===== config.mk =====
export PLATFORM = sky130hd
export DESIGN_NAME = accumulate_load_sequencer
export DESIGN_NICKNAME = d
export VERILOG_FILES = /design/src/rtl/accumulate_load_sequencer.sv
export SDC_FILE = /design/constraint.sdc
export NUM_CORES = 1
export LEC_CHECK = 0
export CAP_MARGIN = 20
export CORE_UTILIZATION = 40
export CTS_CLUSTER_SIZE = 30
export DETAILED_ROUTE_END_ITERATION = 16
export GPL_TIMING_DRIVEN = 1
export PLACE_DENSITY = 0.78
export SLEW_MARGIN = 0
export SYNTH_ARGS = -nofsm -noshare
export SYNTH_HDL_FRONTEND = slang
export SYNTH_SLANG_ARGS = --single-unit

===== constraint.sdc =====
create_clock -name clk -period 3.6 [get_ports clk]
set_input_delay 0.36 -clock clk [delete_from_list [all_inputs] [get_ports clk]]
set_output_delay 0.36 -clock clk [all_outputs]
set_load 0.05 [all_outputs]

===== src/rtl/accumulate_load_sequencer.sv =====
// -----------------------------------------------------------------------------
// accumulate_load_sequencer
//
// Upstream feeder for the accumulate-reduce stage. A load command names a run
// of consecutive u32 slots in the execution-environment register file. The
// block pulls that many words from the input stream, writes them into the
// slots, and then hands one reduce request (arr, length, dest) to the
// accumulate-reduce stage. A command whose condition flag is false still
// drains its words so the stream stays aligned, but writes nothing and
// issues no request.
//
// Ports
//   clk, reset_n                     clock, asynchronous active-low reset
//   cmd_valid/cmd_ready              load command handshake (accepted in IDLE)
//   cmd_arr/cmd_length/cmd_dest      first slot, word count, reduce dest
//   cmd_cond                         pre-evaluated condition (1 = execute)
//   in_valid/in_ready/in_data        input u32 word stream
//   wr_en/wr_addr/wr_data            registered register-file write port
//   red_valid/red_ready              reduce request handshake
//   red_arr/red_length/red_dest      reduce request fields
//   err                              one-cycle pulse after a rejected command
//   busy                             high whenever not IDLE
// -----------------------------------------------------------------------------
module accumulate_load_sequencer #(
  parameter int ADDR_W    = 8,
  parameter int EV_LENGTH = 256
) (
  input  logic              clk,
  input  logic              reset_n,
  input  logic              cmd_valid,
  output logic              cmd_ready,
  input  logic [ADDR_W-1:0] cmd_arr,
  input  logic [ADDR_W:0]   cmd_length,
  input  logic [ADDR_W-1:0] cmd_dest,
  input  logic              cmd_cond,
  input  logic              in_valid,
  output logic              in_ready,
  input  logic [31:0]       in_data,
  output logic              wr_en,
  output logic [ADDR_W-1:0] wr_addr,
  output logic [31:0]       wr_data,
  output logic              red_valid,
  input  logic              red_ready,
  output logic [ADDR_W-1:0] red_arr,
  output logic [ADDR_W:0]   red_length,
  output logic [ADDR_W-1:0] red_dest,
  output logic              err,
  output logic              busy
);

  typedef enum logic [1:0] {
    S_IDLE  = 2'd0,
    S_LOAD  = 2'd1,
    S_ISSUE = 2'd2
  } state_e;

  localparam logic [ADDR_W+1:0] EV_LEN_L = (ADDR_W+2)'(EV_LENGTH);

  state_e              state_q, state_d;
  logic [ADDR_W-1:0]   arr_q, arr_d;
  logic [ADDR_W:0]     len_q, len_d;
  logic [ADDR_W-1:0]   dest_q, dest_d;
  logic                cond_q, cond_d;
  logic [ADDR_W:0]     k_q, k_d;
  logic                wr_en_q, wr_en_d;
  logic [ADDR_W-1:0]   wr_addr_q, wr_addr_d;
  logic [31:0]         wr_data_q, wr_data_d;
  logic                err_q, err_d;

  // Range check is done two bits wider than a slot address so that
  // arr + length can reach EV_LENGTH (and beyond) without wrapping.
  logic [ADDR_W+1:0]   range_end;
  logic                cmd_bad;
  logic                last_word;

  assign range_end = {2'b00, cmd_arr} + {1'b0, cmd_length};
  assign cmd_bad   = (cmd_length == '0) || (range_end > EV_LEN_L);
  assign last_word = (k_q == len_q - (ADDR_W+1)'(1));

  // NOTE: every variable driven here gets a default first, so no path through
  // the case statement leaves one unassigned and no latch is inferred.
  always_comb begin
    state_d   = state_q;
    arr_d     = arr_q;
    len_d     = len_q;
    dest_d    = dest_q;
    cond_d    = cond_q;
    k_d       = k_q;
    wr_en_d   = 1'b0;
    wr_addr_d = wr_addr_q;
    wr_data_d = wr_data_q;
    err_d     = 1'b0;

    unique case (state_q)
      S_IDLE: begin
        if (cmd_valid) begin
          arr_d  = cmd_arr;
          len_d  = cmd_length;
          dest_d = cmd_dest;
          cond_d = cmd_cond;
          k_d    = '0;
          if (cmd_bad) begin
            err_d = 1'b1;
          end else begin
            state_d = S_LOAD;
          end
        end
      end

      S_LOAD: begin
        if (in_valid) begin
          // Words of a false-condition command are consumed but not written.
          wr_en_d   = cond_q;
          wr_addr_d = arr_q + k_q[ADDR_W-1:0];
          wr_data_d = in_data;
          if (last_word) begin
            state_d = cond_q ? S_ISSUE : S_IDLE;
          end else begin
            k_d = k_q + (ADDR_W+1)'(1);
          end
        end
      end

      S_ISSUE: begin
        if (red_ready) begin
          state_d = S_IDLE;
        end
      end

      default: state_d = S_IDLE;
    endcase
  end

  // NOTE: state registers use non-blocking assignments so every flop samples
  // the values from before the edge, independent of statement order.
  always_ff @(posedge clk or negedge reset_n) begin
    if (!reset_n) begin
      state_q   <= S_IDLE;
      arr_q     <= '0;
      len_q     <= '0;
      dest_q    <= '0;
      cond_q    <= 1'b0;
      k_q       <= '0;
      wr_en_q   <= 1'b0;
      wr_addr_q <= '0;
      wr_data_q <= '0;
      err_q     <= 1'b0;
    end else begin
      state_q   <= state_d;
      arr_q     <= arr_d;
      len_q     <= len_d;
      dest_q    <= dest_d;
      cond_q    <= cond_d;
      k_q       <= k_d;
      wr_en_q   <= wr_en_d;
      wr_addr_q <= wr_addr_d;
      wr_data_q <= wr_data_d;
      err_q     <= err_d;
    end
  end

  // Handshake outputs decode straight from the state register. The final
  // write of a load lands in the first ISSUE cycle; the reduce stage only
  // reads the register file after accepting, so it sees that word.
  assign cmd_ready  = (state_q == S_IDLE);
  assign in_ready   = (state_q == S_LOAD);
  assign busy       = (state_q != S_IDLE);
  assign red_valid  = (state_q == S_ISSUE);
  assign red_arr    = red_valid ? arr_q  : '0;
  assign red_length = red_valid ? len_q  : '0;
  assign red_dest   = red_valid ? dest_q : '0;
  assign wr_en      = wr_en_q;
  assign wr_addr    = wr_addr_q;
  assign wr_data    = wr_data_q;
  assign err        = err_q;

endmodule


==> impl_metrics.toml <==
[outcome]
status = "finished clean"

[synth]
synth_area_per_cell_um2 = 8.56
synth.most_common_cell = "nand2_1"
synthesis.nets = 580
syn_area_mm2 = 0.00426
synth_seq_cells = 79
synth_area_leaders = "dfrtp_1 (46%), nand2_1 (17%), ha_1 (5.0%), and2_1 (3.4%), o21ai_0 (2.3%)"
synthArstFlopShare = 1.00
ys_types = 59
ys.flop_type = "dfrtp_1"
yosys_warnings = 0
synth_top_area_share = 0.464
ys_top_cells_by_count = "nand2_1 (194), dfrtp_1 (79), and2_1 (23)"
synth_top_cell_by_area = "dfrtp_1"
synth-seq-area-share = 0.464
synth_enable_flop_cells = 0
syn_inst = 498

[routing]
wl_met3_um = 471
drtIter0Drc = 229
post_drt_via_cell_ratio = 5.09
first_pass_iters = 6
drc = 0
ant_nets = 0
vias = 3914
wl_met1_um = 4790
highest_layer = "met4"
wirelength_um = 11400
dr_wl_met2_um = 5880
wire_per_inst_um = 14.8

[setup_path]
crit_type = "register to register"
crit_buf_inv = 1
cpPeakStageDelay_ps = 430
end_kind = "register"
critPathTopFamily = "compound AO/OA/AOI/OAI gates"
cp.arrival_ps = 2960
crit_chain = "inv_1 -> ha_1 -> or3b_1 -> o31a_1 -> a2111oi_2 -> o32a_2 -> nand3_2 -> and4b_1 -> a311o_1"
crit_slowest_cell = "dfrtp_1"
cp.required_ps = 3840
startpoint_type = "register"
worstPathMaxFanout = 6

[sta]
rsz0062_at_grt = "false"
setup_tns_ps = 0
min_period_ps = 2710
fin_crit_sh = 0.754
setup_viol = 0
worst_pin_slew_ps = 568
finalHoldViolCount = 0
relSlewSlack = 0.619
fmax_mhz = 368
skew_ps = 13.6
drv_slew = 0

[floorplan]
die_h_um = 105
coreArea_mm2 = 0.0103
ioPinCount = 134
rows = 37
die_w_um = 105
start_util = 0.413
dieArea_mm2 = 0.0111

[layout]
final_util = 0.576
fin_nets = 710
drive_gt1_frac = 0.0569
antenna_cells = 0
area_growth_pct = 39.6
fillerInstances = 867
final_cells = 769

[job]
cap_viol_max_count = 0

[clock_tree]
cts_max_path_buffers = 2
cts_max_level = 3
clk_pin_slew_ps = 90
ctsResizeCount = 0
cts_root_buffer = "clkbuf_8"
cts.sinks = 79
cts_tree = "yes"
clk-insertion-delay-late_ps = 360
numCtsBuffers = 9

[placement]
place_hpwl_um = 8450
io_buffers = 133
dp_cells = 751
place_congestion = 0.889

[hold_path]
min-delay-path-class = "input pin to asynchronous set/reset pin"

[pwr]
ir_drop_v = 0.000298
p_leak_nw = 2.79
pwr_density_cell_mw_per_mm2 = 728
p_total_w = 0.00433

[global_route]
grt_pass1_wl_um = 18700
grt_max_degree = 80
grt_pass1_vias = 3891
track_usage = 0.212
antenna_found_initial = 0
overflow = 0
-- routing by layer --
layer / vias to the layer above / track usage
met5: - / 0
met4: 0 / 0.0744
met3: 16 / 0.0346
met2: 96 / 0.367
met1: 1909 / 0.266
li1: 1893 / -
-- path summary, 6_finish.rpt --
check,startpoint,to,slack (ps),cells past startpoint
setup / recovery,len_q[0],k_q[0],890,9
hold / removal,reset_n,wr_data[6],350,2
setup reg to reg,len_q[0],k_q[0],890,9
hold reg to reg,dest_q[4],dest_q[4],470,2
max in group asynchronous,reset_n,wr_data[18],2660,3
min in group clk,dest_q[4],dest_q[4],470,2
-- cells by family (layout without fill, tap and decap cells) --
kind of cell | after synthesis | after routing | share of synthesized area
multiplexers | 5 | 5 | 0.0117
AND/OR/NAND/NOR | 278 | 278 | 0.293
XOR/XNOR | 20 | 20 | 0.0411
flip-flops | 79 | 79 | 0.464
buffers and inverters | 39 | 174 | 0.0373
AO/OA/AOI/OAI | 58 | 58 | 0.0942
adder cells (fa/ha/maj) | 19 | 19 | 0.0593
-- registers in the layout, summed over array words and instances (netlist names) --
name / flops
k_q: 9
wr_addr: 8
dest_q: 8
state_q: 2
wr_en: 1
cond_q: 1
len_q: 9
arr_q: 8
wr_data: 32
err: 1
-- power breakdown --
part | switching [W] | internal [W]
logic | 0.00136 | 0.000794
clock network | 0.000361 | 0.000330
registers | 0.000275 | 0.00121
total | 0.00200 | 0.00234
-- area by class of cell --
| cell class | instances | area, um^2 | area share |
|---|---|---|---|
| clock buffers | 9 | 124 | 0.0208 |
| clock inverters | 7 | 81.3 | 0.0137 |
| inverters | 18 | 67.6 | 0.0114 |
| multi-input cells | 380 | 2130 | 0.357 |
| flip-flops and latches | 79 | 1980 | 0.332 |
| well taps | 136 | 170 | 0.0286 |
| repair buffers | 140 | 1400 | 0.236 |
-- stage by stage --
step / hold slack [ps] / instance area (um^2) / setup WS, ps
2_1_floorplan: 64.4 / 4260 / 1110
6_report: 353 / 5950 / 886
3_3_place_gp: 456 / 5710 / 846
3_5_place_dp: 456 / 5710 / 763
4_1_cts: 202 / 5910 / 898
5_1_grt: 340 / 5950 / 775
-- what timing repair did --
action,in CTS,in global routing
hold buffers,0,1
buffers inserted,0,0
hold endpoints to repair,0,5
-- cells in the final DEF, fill, tap and decap left out, types with 3 or more instances in the layout --
cell	count
nand2_1	194
xor2_1	9
clkinv_4	3
clkbuf_8	9
nor4_1	3
nand3_1	3
clkdlybuf4s50_1	132
nor2_1	16
buf_4	6
a21oi_1	8
nand4_1	4
dfrtp_1	79
o21ai_0	20
a31oi_1	5
and2_1	23
inv_1	18
nor2b_1	7
xnor2_1	11
nand2b_1	3
ha_1	17
a21o_1	4
mux2i_1	5
nor3_1	5
(Power assumes the default switching activity.)
